## config.mk

```make
export PLATFORM = sky130hd
export DESIGN_NAME = btn_rgb_pwm_flat
export DESIGN_NICKNAME = d
export VERILOG_FILES = /design/src/rtl/btn_rgb_pwm_if.sv /design/src/rtl/btn_rgb_pwm.sv /design/src/flat_wrapper.sv
export SDC_FILE = /design/constraint.sdc
export NUM_CORES = 1
export LEC_CHECK = 0
export ABC_AREA = 1
export BUFFER_PORTS_ARGS = -buffer_cell sky130_fd_sc_hd__buf_4
export CORE_MARGIN = 10
export CORE_UTILIZATION = 25
export DETAILED_ROUTE_END_ITERATION = 16
export GPL_TIMING_DRIVEN = 1
export SLEW_MARGIN = 20
export SYNTH_ARGS = -nofsm -noshare
export SYNTH_HDL_FRONTEND = slang
export SYNTH_SLANG_ARGS = --single-unit
```

## constraint.sdc

```tcl
create_clock -name CLK -period 1.06 [get_ports CLK]
set_clock_uncertainty 0.1 [all_clocks]
set_input_delay 0.106 -clock CLK [delete_from_list [all_inputs] [get_ports CLK]]
set_output_delay 0.106 -clock CLK [all_outputs]
set_load 0.01 [all_outputs]
```

## src/rtl/btn_rgb_pwm_if.sv

```systemverilog
// rtl/btn_rgb_pwm_if.sv - button inputs, status outputs and RGB PWM drive bundle
interface btn_rgb_pwm_if #(
   parameter int N_BTN = 2
);
   logic [N_BTN-1:0] BTN;
   logic [1:0]       LED;
   logic [1:0]       MODE;
   logic             RGB0_Red;
   logic             RGB0_Green;
   logic             RGB0_Blue;

   // Stimulus side: drives the buttons, observes the indicators.
   modport master (
      output BTN,
      input  LED, MODE, RGB0_Red, RGB0_Green, RGB0_Blue
   );

   // Design side: samples the buttons, drives the indicators.
   modport slave (
      input  BTN,
      output LED, MODE, RGB0_Red, RGB0_Green, RGB0_Blue
   );
endinterface

```

## src/rtl/btn_rgb_pwm.sv

```systemverilog
// rtl/btn_rgb_pwm.sv - debounced buttons select an RGB channel and step its PWM brightness (option macro: BTN_RGB_PWM_DEBOUNCE_EN)
module btn_rgb_pwm #(
   parameter int N_BTN  = 2,
   parameter int PWM_W  = 8,
   parameter int DB_CNT = 50000,
   parameter int STEP   = 32
) (
   input  logic       CLK,
   input  logic       RESET_N,
   btn_rgb_pwm_if.slave bus
);
   // Only buttons 0..2 have a control role; higher ones feed LED only.
   localparam int NP = (N_BTN < 3) ? N_BTN : 3;
   localparam logic [PWM_W-1:0] STEP_W = PWM_W'(STEP);

   typedef enum logic [1:0] {
      SEL_R = 2'd0,
      SEL_G = 2'd1,
      SEL_B = 2'd2
   } sel_t;

   logic [N_BTN-1:0] sync1, sync2, deb;
   logic [NP-1:0]    deb_prev, press_q;
   logic             dec_pulse;
   sel_t             state_q, state_d;
   logic [PWM_W-1:0] lvl_r, lvl_g, lvl_b;
   logic [PWM_W-1:0] pwm_cnt;

   // Two-flop synchroniser for the asynchronous button inputs.
   always_ff @(posedge CLK or negedge RESET_N) begin
      if (!RESET_N) begin
         sync1 <= '0;
         sync2 <= '0;
      end else begin
         sync1 <= bus.BTN;
         sync2 <= sync1;
      end
   end

`ifdef BTN_RGB_PWM_DEBOUNCE_EN
   localparam int CW = (DB_CNT > 1) ? $clog2(DB_CNT) : 1;

   for (genvar i = 0; i < N_BTN; i++) begin : g_db
      logic [CW-1:0] cnt;
      logic          deb_r;

      // Accept a change only after DB_CNT consecutive cycles of disagreement.
      always_ff @(posedge CLK or negedge RESET_N) begin
         if (!RESET_N) begin
            cnt   <= '0;
            deb_r <= 1'b0;
         end else if (sync2[i] == deb_r) begin
            cnt <= '0;
         end else if (cnt == CW'(DB_CNT - 1)) begin
            deb_r <= ~deb_r;
            cnt   <= '0;
         end else begin
            cnt <= cnt + 1'b1;
         end
      end

      assign deb[i] = deb_r;
   end
`else
   assign deb = sync2;
`endif

   // Registered rising-edge detect on the debounced control buttons.
   always_ff @(posedge CLK or negedge RESET_N) begin
      if (!RESET_N) begin
         deb_prev <= '0;
         press_q  <= '0;
      end else begin
         deb_prev <= deb[NP-1:0];
         press_q  <= deb[NP-1:0] & ~deb_prev;
      end
   end

   if (NP >= 3) begin : g_dec
      assign dec_pulse = press_q[NP-1];
   end else begin : g_no_dec
      assign dec_pulse = 1'b0;
   end

   // LED[0] = all pressed, LED[1] = any pressed, one cycle behind debounce.
   always_ff @(posedge CLK or negedge RESET_N) begin
      if (!RESET_N) bus.LED <= 2'b00;
      else          bus.LED <= {|deb, &deb};
   end

   // Mode state register.
   always_ff @(posedge CLK or negedge RESET_N) begin
      if (!RESET_N) state_q <= SEL_R;
      else          state_q <= state_d;
   end

   // Mode next state: rotate R->G->B on a BTN[0] press, recover from code 3.
   always_comb begin
      state_d = state_q;
      case (state_q)
         SEL_R:   if (press_q[0]) state_d = SEL_G;
         SEL_G:   if (press_q[0]) state_d = SEL_B;
         SEL_B:   if (press_q[0]) state_d = SEL_R;
         default: state_d = SEL_R;
      endcase
   end

   assign bus.MODE = state_q;

   // Step the channel selected before any same-cycle mode advance; inc+dec cancel.
   always_ff @(posedge CLK or negedge RESET_N) begin
      if (!RESET_N) begin
         lvl_r <= '0;
         lvl_g <= '0;
         lvl_b <= '0;
      end else if (press_q[1] ^ dec_pulse) begin
         case (state_q)
            SEL_R:   lvl_r <= press_q[1] ? lvl_r + STEP_W : lvl_r - STEP_W;
            SEL_G:   lvl_g <= press_q[1] ? lvl_g + STEP_W : lvl_g - STEP_W;
            SEL_B:   lvl_b <= press_q[1] ? lvl_b + STEP_W : lvl_b - STEP_W;
            default: ;
         endcase
      end
   end

   // Free-running PWM counter shared by all three channels.
   always_ff @(posedge CLK or negedge RESET_N) begin
      if (!RESET_N) pwm_cnt <= '0;
      else          pwm_cnt <= pwm_cnt + 1'b1;
   end

   // Registered compare; a new level applies on the very next compare.
   always_ff @(posedge CLK or negedge RESET_N) begin
      if (!RESET_N) begin
         bus.RGB0_Red   <= 1'b0;
         bus.RGB0_Green <= 1'b0;
         bus.RGB0_Blue  <= 1'b0;
      end else begin
         bus.RGB0_Red   <= pwm_cnt < lvl_r;
         bus.RGB0_Green <= pwm_cnt < lvl_g;
         bus.RGB0_Blue  <= pwm_cnt < lvl_b;
      end
   end
endmodule
```

## src/flat_wrapper.sv

```systemverilog
// flat-port wrapper written by rule: the top's interface ports become plain ports
module btn_rgb_pwm_flat 
#(
   parameter int N_BTN  = 2,
   parameter int PWM_W  = 8,
   parameter int DB_CNT = 50000,
   parameter int STEP   = 32
)
  (CLK, RESET_N, bus_BTN, bus_LED, bus_MODE, bus_RGB0_Red, bus_RGB0_Green, bus_RGB0_Blue);
  btn_rgb_pwm_if #(.N_BTN(N_BTN)) bus_i ();
  input  logic CLK;
  input  logic RESET_N;
  input wire logic [$bits(bus_i.BTN)-1:0] bus_BTN;
  output wire logic [$bits(bus_i.LED)-1:0] bus_LED;
  output wire logic [$bits(bus_i.MODE)-1:0] bus_MODE;
  output wire logic [$bits(bus_i.RGB0_Red)-1:0] bus_RGB0_Red;
  output wire logic [$bits(bus_i.RGB0_Green)-1:0] bus_RGB0_Green;
  output wire logic [$bits(bus_i.RGB0_Blue)-1:0] bus_RGB0_Blue;
  assign bus_i.BTN = bus_BTN;
  assign bus_LED = bus_i.LED;
  assign bus_MODE = bus_i.MODE;
  assign bus_RGB0_Red = bus_i.RGB0_Red;
  assign bus_RGB0_Green = bus_i.RGB0_Green;
  assign bus_RGB0_Blue = bus_i.RGB0_Blue;
  btn_rgb_pwm #(.N_BTN(N_BTN), .PWM_W(PWM_W), .DB_CNT(DB_CNT), .STEP(STEP)) u_core (.CLK(CLK), .RESET_N(RESET_N), .bus(bus_i));
endmodule
```

==> metrics.yaml <==
setup_path:
  arrival_ns: 1.26
  start_kind: "register"
  crit_path_cell_trace: "ha_4 -> nand2_2 -> o21a_1"
  crit_type: "register to register"
  cp_max_fo: 4
  end_kind: "register"
  r2r_start: "u_core.pwm_cnt[7]"
  worstSetupStartpoint: "u_core.pwm_cnt[7]"
  max_stage_delay_ns: 0.47
  crit_required_ns: 1.13
  cpMaxStageDelayCell: "dfrtp_2"
synthesis:
  syn_inst: 138
  synth_area_leaders: "dfrtp_1, nand2_1, ha_1, inv_1, nor2_1"
  synth.distinct_cells: 20
  ys_warn_count: 0
  synth_edf_count: 0
  syn-num-nets: 152
  syn_avg_cell_area_um2: 10.0
  yosysSeqAreaShare: 0.580
  netlist.area_leader.share: 0.580
  ys.flop_type: "dfrtp_1"
  yosys_register_bits: 32
  postSynth.asyncResetShare: 1.00
  synth_top_area_cell: "dfrtp_1"
  synthesis.area_um2: 1380
clock_network:
  insertion_delay_ns: 0.28
  cts_root_buf: "clkbuf_8"
  cts_sinks: 32
  clk_pin_slew_ns: 0.07
  cts_tree: "built"
  cts_made_buffers: 5
  htreeDepth: 2
  clock_path_buffers: 2
grt:
  grt_pass1_wl_um: 4180
  grt_max_degree: 33
  grt_usage: 0.0593
  antenna_found_initial: 0
  grt_pass1_vias: 1003
  overflow: 0
sta:
  fin_ws_ns: -0.130
  rsz0062_at_grt: "true"
  finalSetupTns_ns: -0.545
  max_freq_mhz: 840
  fin_crit_sh: 1.12
  min_period_ns: 1.19
  setup_viol: 9
  maxSlewHeadroom: 0.732
  finalHoldViolCount: 0
  hold_ws_ns: 0.215
  worstMarginPinSlew_ns: 0.402
  drv_slew: 0
status:
  violations: "negative setup slack"
  status: "finished, violations left"
die:
  num_rows: 27
  ios: 11
  start_util: 0.254
  dieArea_um2: 8900
  die_h_um: 94.3
  die_w_um: 94.3
  core-area_um2: 5440
route:
  totalWireLength_um: 2380
  dr.pass1.iters: 4
  via_per_inst: 3.89
  postRouteAntennaNets: 0
  drc: 0
  dr_total_vias: 956
  drt_iter0_drc: 21
  detail_route.wl_per_cell_um: 9.68
pwr:
  seqPwrFrac: 0.438
  total_power_w: 0.00375
  p_sw_w: 0.00113
  p_leak_nw: 0.934
  p_int_w: 0.00262
  clkPwrFrac: 0.251
  peakVddDrop_mv: 0.867
  power_density_nw_per_um2: 1940
  p_sw_frac: 0.301
  combPwrFrac: 0.311
layout:
  finalNetCount: 187
  syn2layout_area_growth_pct: 40.3
  n_antenna_cell: 0
  drive_gt1_frac: 0.385
  fill_cells: 528
flow_run:
  cap_violations: 0
placed_design:
  portBuffers: 10
  gp_congestion: 0.690
  place_ws_ns: -0.105
  dp.final_hpwl_um: 1570
hold_path:
  hold_path_class: "primary input to asynchronous set/reset pin"
-- logic make-up after synthesis --
kind of cell / Yosys count / synth area share
AOI/OAI and AO/OA: 11 / 0.0480
and+or+nand+nor: 57 / 0.174
DFF: 32 / 0.580
xor gates and xnor gates: 7 / 0.0498
adders and majority gates: 10 / 0.0906
buffers and inverters: 21 / 0.0580
-- power by group through the flow --
stage / Combinational [W] / Sequential, W / Clock [W]
after floorplan: 0.000531 / 0.00167 / 0
after global placement: 0.000922 / 0.00166 / 0
after detailed placement: 0.000951 / 0.00166 / 0
after CTS: 0.00103 / 0.00164 / 0.000981
after global routing: 0.00135 / 0.00169 / 0.00103
final: 0.00117 / 0.00164 / 0.000943
-- state kept, by name, summed over array words and instances (netlist names) --
register / flops
u_core.bus.LED: 2
u_core.bus.MODE: 2
u_core.bus.RGB0_Blue: 1
u_core.bus.RGB0_Green: 1
u_core.bus.RGB0_Red: 1
u_core.deb: 2
u_core.deb_prev: 2
u_core.lvl_b: 3
u_core.lvl_g: 3
u_core.lvl_r: 3
u_core.press_q: 2
u_core.pwm_cnt: 8
u_core.sync1: 2
-- layer usage --
layer  track usage  vias up  share of wire  routed length [um]
li1              -      496              -                   -
met1        0.0611      443           0.47                1130
met2         0.104       12           0.48                1130
met3        0.0214        5          0.029                  69
met4        0.0304        0          0.020                  48
met5             0        -              0                   0
-- per-stage QoR --
step / std cells / utilization / area [um^2]
6_report: 246 / 0.356 / 1940
5_1_grt: 246 / 0.356 / 1940
4_1_cts: 245 / 0.334 / 1820
3_5_place_dp: 230 / 0.301 / 1640
3_3_place_gp: 230 / 0.301 / 1640
2_1_floorplan: 138 / - / 1380
-- worst max-delay path, delay by kind of cell, from the launching register on --
family | cells | cell delay, ns
adder cells (fa/ha/maj) | 1 | 0.30
AND/OR/NAND/NOR | 1 | 0.04
AO/OA/AOI/OAI | 1 | 0.16
flip-flops | 1 | 0.47
-- cell usage in the layout (no fill, tap or decap), types with 3 or more instances in the layout --
cell type | synthesis | routed
buf_4 | 0 | 18
buf_6 | 0 | 6
clkbuf_8 | 0 | 6
dfrtp_1 | 32 | 27
dfrtp_2 | 0 | 5
dlygate4sd3_1 | 0 | 3
ha_1 | 10 | 4
ha_2 | 0 | 3
ha_4 | 0 | 3
inv_1 | 18 | 17
nand2_1 | 35 | 28
nand2_2 | 1 | 7
nor2_1 | 14 | 10
nor2_2 | 1 | 3
nor2_4 | 1 | 3
o21a_1 | 3 | 3
xor2_1 | 6 | 6
-- cells in the mapped netlist, types with 2 or more instances --
library cell and n:
xor2_1 6, nand2_1 35, nor2_1 14, a21oi_1 4, o21ai_1 2, dfrtp_1 32
inv_1 18, inv_2 2, ha_1 10, o21a_1 3, nand3_1 3
-- what timing repair did --
action                                  in CTS  in global routing
endpoints found under the setup margin      10                 20
gates resized for setup                     10                 29
hold buffers                                 3                  0
pin swaps                                    4                 15
hold endpoints to repair                    34                  0
gates cloned                                 0                  0
buffers inserted                             4                  1
-- worst paths after layout --
kind                                          to  slack [ns]  cells past startpoint
setup reg to reg           u_core.bus.RGB0_Green       -0.13                      3
max in group asynchronous     u_core.bus.MODE[0]        0.33                      2
min in group CLK                   u_core.deb[1]        0.25                      0
hold / removal                u_core.deb_prev[0]        0.21                      2
hold reg to reg                    u_core.deb[1]        0.25                      0
setup / recovery           u_core.bus.RGB0_Green       -0.13                      3
-- final cells by class --
cell class              count  area, um^2  share of cell area
clock buffers               8        90.1              0.0465
well taps                  72        90.1              0.0465
inverters                  21        86.3              0.0445
repair buffers             28         253               0.130
multi-input cells          85         612               0.316
flip-flops and latches     32         807               0.416
No activity file was read; power rests on OpenSTA's default activity.
